[config.mk]
export PLATFORM = sky130hd
export DESIGN_NAME = pipe_stall_ctrl
export DESIGN_NICKNAME = d
export VERILOG_FILES = /design/src/rtl/pipe_stall_ctrl.sv
export SDC_FILE = /design/constraint.sdc
export NUM_CORES = 1
export LEC_CHECK = 0
export ABC_AREA = 1
export CORE_UTILIZATION = 54
export DETAILED_ROUTE_END_ITERATION = 6
export PLACE_DENSITY = 0.81
export RECOVER_POWER = 50
export SETUP_SLACK_MARGIN = 0.2
export SLEW_MARGIN = 20
export SYNTH_ARGS = -nofsm -noshare
export SYNTH_HDL_FRONTEND = slang
export SYNTH_SLANG_ARGS = --single-unit
[constraint.sdc]
create_clock -name clk -period 2.3 [get_ports clk]
set_input_delay 0.46 -clock clk [delete_from_list [all_inputs] [get_ports clk]]
set_output_delay 0.46 -clock clk [all_outputs]
set_load 0.1 [all_outputs]
[src/rtl/pipe_stall_ctrl.sv]
// Pipeline stall/flush controller: turns hazard, branch, memory-handshake and halt
// events into per-stage enable/clear strobes, with a memory-wait timeout and perf counters.
module pipe_stall_ctrl #(
    parameter int MEM_TIMEOUT = 64,
    parameter int CNT_W       = 32
) (
    input  logic             clk,
    input  logic             reset,
    input  logic             bubble_i,
    input  logic             branch_taken_i,
    input  logic             mem_req_i,
    input  logic             mem_ack_i,
    input  logic             halt_i,
    output logic             pc_en_o,
    output logic             fd_en_o,
    output logic             dx_en_o,
    output logic             xm_en_o,
    output logic             mw_en_o,
    output logic             fd_clear_o,
    output logic             dx_clear_o,
    output logic [CNT_W-1:0] stall_cnt_o,
    output logic [CNT_W-1:0] flush_cnt_o,
    output logic             mem_err_o,
    output logic             halted_o
);

    localparam int WAIT_W = $clog2(MEM_TIMEOUT) + 1;
    localparam logic [WAIT_W-1:0] WAIT_LAST = WAIT_W'(MEM_TIMEOUT - 1);

    typedef enum logic [1:0] {
        RUN      = 2'd0,
        MEM_WAIT = 2'd1,
        HALTED   = 2'd2
    } state_t;

    state_t            state, state_next;
    logic [WAIT_W-1:0] wait_cnt, wait_next, wait_inc;
    logic              freeze;
    logic              stall_inc, flush_inc, err_set;

    assign freeze   = mem_req_i & ~mem_ack_i;
    assign wait_inc = wait_cnt + 1'b1;
    assign halted_o = (state == HALTED);

    // NOTE: every always_comb output gets a default first so no path can infer a latch.
    always_comb begin
        pc_en_o    = 1'b0;
        fd_en_o    = 1'b0;
        dx_en_o    = 1'b0;
        xm_en_o    = 1'b0;
        mw_en_o    = 1'b0;
        fd_clear_o = 1'b0;
        dx_clear_o = 1'b0;
        stall_inc  = 1'b0;
        flush_inc  = 1'b0;
        err_set    = 1'b0;
        state_next = state;
        wait_next  = wait_cnt;

        if (state != HALTED) begin
            if (freeze) begin
                stall_inc = 1'b1;
            end else if (branch_taken_i) begin
                {pc_en_o, fd_en_o, dx_en_o, xm_en_o, mw_en_o} = '1;
                fd_clear_o = 1'b1;
                dx_clear_o = 1'b1;
                flush_inc  = 1'b1;
            end else if (bubble_i) begin
                dx_clear_o = 1'b1;
                xm_en_o    = 1'b1;
                mw_en_o    = 1'b1;
                stall_inc  = 1'b1;
            end else begin
                {pc_en_o, fd_en_o, dx_en_o, xm_en_o, mw_en_o} = '1;
            end
        end

        case (state)
            RUN: begin
                if (freeze) begin
                    state_next = MEM_WAIT;
                    wait_next  = '0;
                end else if (halt_i) begin
                    state_next = HALTED;
                end
            end
            MEM_WAIT: begin
                if (freeze) begin
                    // Timeout fires on the edge where the count would reach its last value.
                    if (wait_inc == WAIT_LAST) begin
                        state_next = HALTED;
                        err_set    = 1'b1;
                    end else begin
                        wait_next = wait_inc;
                    end
                end else if (halt_i) begin
                    state_next = HALTED;
                end else begin
                    state_next = RUN;
                end
            end
            default: state_next = HALTED;
        endcase

        // Reset forces NOPs into FD/DX and holds every stage.
        if (reset) begin
            {pc_en_o, fd_en_o, dx_en_o, xm_en_o, mw_en_o} = '0;
            fd_clear_o = 1'b1;
            dx_clear_o = 1'b1;
        end
    end

    // NOTE: sequential state uses non-blocking assignments so all registers update together.
    always_ff @(posedge clk) begin
        if (reset) begin
            state       <= RUN;
            wait_cnt    <= '0;
            stall_cnt_o <= '0;
            flush_cnt_o <= '0;
            mem_err_o   <= 1'b0;
        end else begin
            state     <= state_next;
            wait_cnt  <= wait_next;
            mem_err_o <= mem_err_o | err_set;
            if (stall_inc && (stall_cnt_o != '1))
                stall_cnt_o <= stall_cnt_o + 1'b1;
            if (flush_inc && (flush_cnt_o != '1))
                flush_cnt_o <= flush_cnt_o + 1'b1;
        end
    end

endmodule

==> reports/results.ini <==
[cts]
numCtsBuffers = 9
clock_path_buffers = 2
htreeDepth = 3
cts.sinks = 74
cts_root_buffer = clkbuf_8
hold_buffers = 0
cts_tree = done
clkTransAtPathRegs_ns = 0.08
clkLatencyLatePin_ns = 0.34
cts_setup_buffers = 0

[floorplan]
core_area_mm2 = 0.00830
placementRows = 33
initial_core_util_pct = 56.4
io_pins = 80
dieArea_mm2 = 0.00904
dieHeight_um = 95.1
die_w_um = 95.1

[sta]
hold_viol = 0
rsz0062_at_grt = no
slew_headroom_pct = 62.9
setup_tns_ns = 0
whs_ns = 0.486
max_freq_mhz = 500
fin_crit_ns = 2.00
worst-slew-pin-transition_ns = 0.558
setup_violations = 0
fin_skew_ns = 0.0132
drv_slew = 0
fin_crit_sh_pct = 86.9
setup_ws_ns = 0.301

[grt]
grt_pass1_wl_um = 19800
grt_usage_pct = 27.6
antenna_found_initial = 0
overflow = 0
grt_max_degree = 38
grt_pass1_vias = 4475

[layout]
final_nets = 847
final_cell_mix = nand2_1, nor2_1, clkbuf_2
final_area_mm2 = 0.00565
diodes = 0
mostFrequentLayoutCell = nand2_1
area_growth_pct = 20.7
drive_gt1_share_pct = 24.4
nFillCells = 779
multi_input_area_mm2 = 0.00285
regArea_mm2 = 0.00156

[worst_hold_path]
hold_path.startpoint = mem_err_o
hold_class = register to register

[detailed_routing]
drt_wl_total_um = 12200
drtAntennaViolNets = 0
wl_per_cell_um = 12.9
drtPass1Iterations = 5
drc_errors = 0
vias = 4977
vias_per_cell = 5.26
drt-initial-drc-count = 255

[synthesis]
avgSynthCellArea_um2 = 6.18
syn_nets = 768
yosysWarnings = 0
yosysTopAreaCell = dfxtp_1
synth_cells = 757
yosys-top-cells-area = dfxtp_1, nand2_1, nor2_1, a21oi_1, inv_1
ys_types = 29
netlist.area_leader.share_pct = 31.7
ys_ff_latch = 74
synth.cell_area_mm2 = 0.00468
ys_seq_area_share_pct = 31.7

[outcome]
outcome = finished, final reports clean

[worst_setup_path]
endpoint_kind = primary output
rr_startpoint = stall_cnt_o[1]
cp_max_fo = 2
criticalPathCategory = primary input to primary output
startpoint = bubble_i
crit_required_ns = 1.84
arrival_ns = 1.54
worstSetupStartpointType = primary input

[power_and_ir_drop]
vdd_drop_max_uv = 358
p_leak_nw = 2.21
p_per_area_mw_per_mm2 = 507

[placed_design]
hpwlAfterDp_um = 9260
routabilityCongestion = 0.918
port_buffers = 79
placed_area_mm2 = 0.00561
pre_cts_ws_ns = 0.0299

[job]
drv_cap = 0

==> registers in the layout, indices dropped and copies added, names as in the netlist <==
signal       cells
mem_err_o        1
wait_cnt         7
stall_cnt_o     32
flush_cnt_o     32
state            2
==> worst max-delay path, cell delays in order <==
cell,delay (ns)
clkdlybuf4s50_1,0.41
inv_2,0.08
o21ai_4,0.06
nor3_4,0.19
buf_4,0.16
buf_12,0.17
==> final timing paths <==
kind                            depth (start not counted)               to  slack [ns]
worst max-delay path                                    6          fd_en_o        0.30
worst min-delay path                                    2        mem_err_o        0.49
worst max register to register                         11  stall_cnt_o[18]        0.34
worst min register to register                          2        mem_err_o        0.49
==> layer usage <==
metal,vias to the layer above,GRT usage (%),share of wire [%]
li1,2512,-,-
met1,2269,36.1,45
met2,175,46.7,47
met3,21,3.43,6.1
met4,0,9.09,1.9
met5,-,0,0
==> Yosys cell counts (all sizes together) <==
master    n
and3      3
nor3     12
o21ai    11
inv      61
dfxtp    74
clkbuf    8
xor2     22
nor2    127
xnor2    13
nor3b     2
o211ai    1
buf      15
nand3    37
nand2   298
nand4     2
ha        4
a21oi    60
nand3b    7
==> layout make-up <==
cell class / instances / area share [%]
Multi-Input combinational cell: 599 / 50.5
Sequential cell: 74 / 27.6
Timing Repair Buffer: 91 / 11.5
Inverter: 61 / 4.27
Clock buffer: 11 / 2.50
Tap cell: 105 / 2.33
Clock inverter: 5 / 1.37
==> metrics by stage <==
stage | util [%] | power (mW) | instances
6_report | 68.1 | 2.86 | 946
3_3_place_gp | 67.6 | 1.76 | 930
2_1_floorplan | - | 1.66 | 757
4_1_cts | 70.2 | 2.89 | 946
3_5_place_dp | 67.6 | 1.77 | 930
5_1_grt | 68.1 | 2.96 | 946
==> kinds of logic after synthesis <==
logic type      synth area share [%]
flops                           31.7
simple gates                    44.7
compound gates                  7.75
fa+ha+maj                       1.07
buf+inv                         8.29
xor+xnor                        6.55
==> report_power, final <==
| group | internal, mW | total (mW) | leakage [nW] | switching, mW |
|---|---|---|---|---|
| registers | 1.30 | 1.31 | 0.627 | 0.0177 |
| clock network | 0.638 | 1.13 | 0.109 | 0.491 |
| logic | 0.123 | 0.419 | 1.47 | 0.296 |
| total | 2.06 | 2.86 | 2.21 | 0.805 |
==> timing repair <==
item,in CTS,in global routing
setup endpoints to repair,7,3
resized for setup,2,1
pin swaps,0,0
Power figures use the tool's default switching activity.
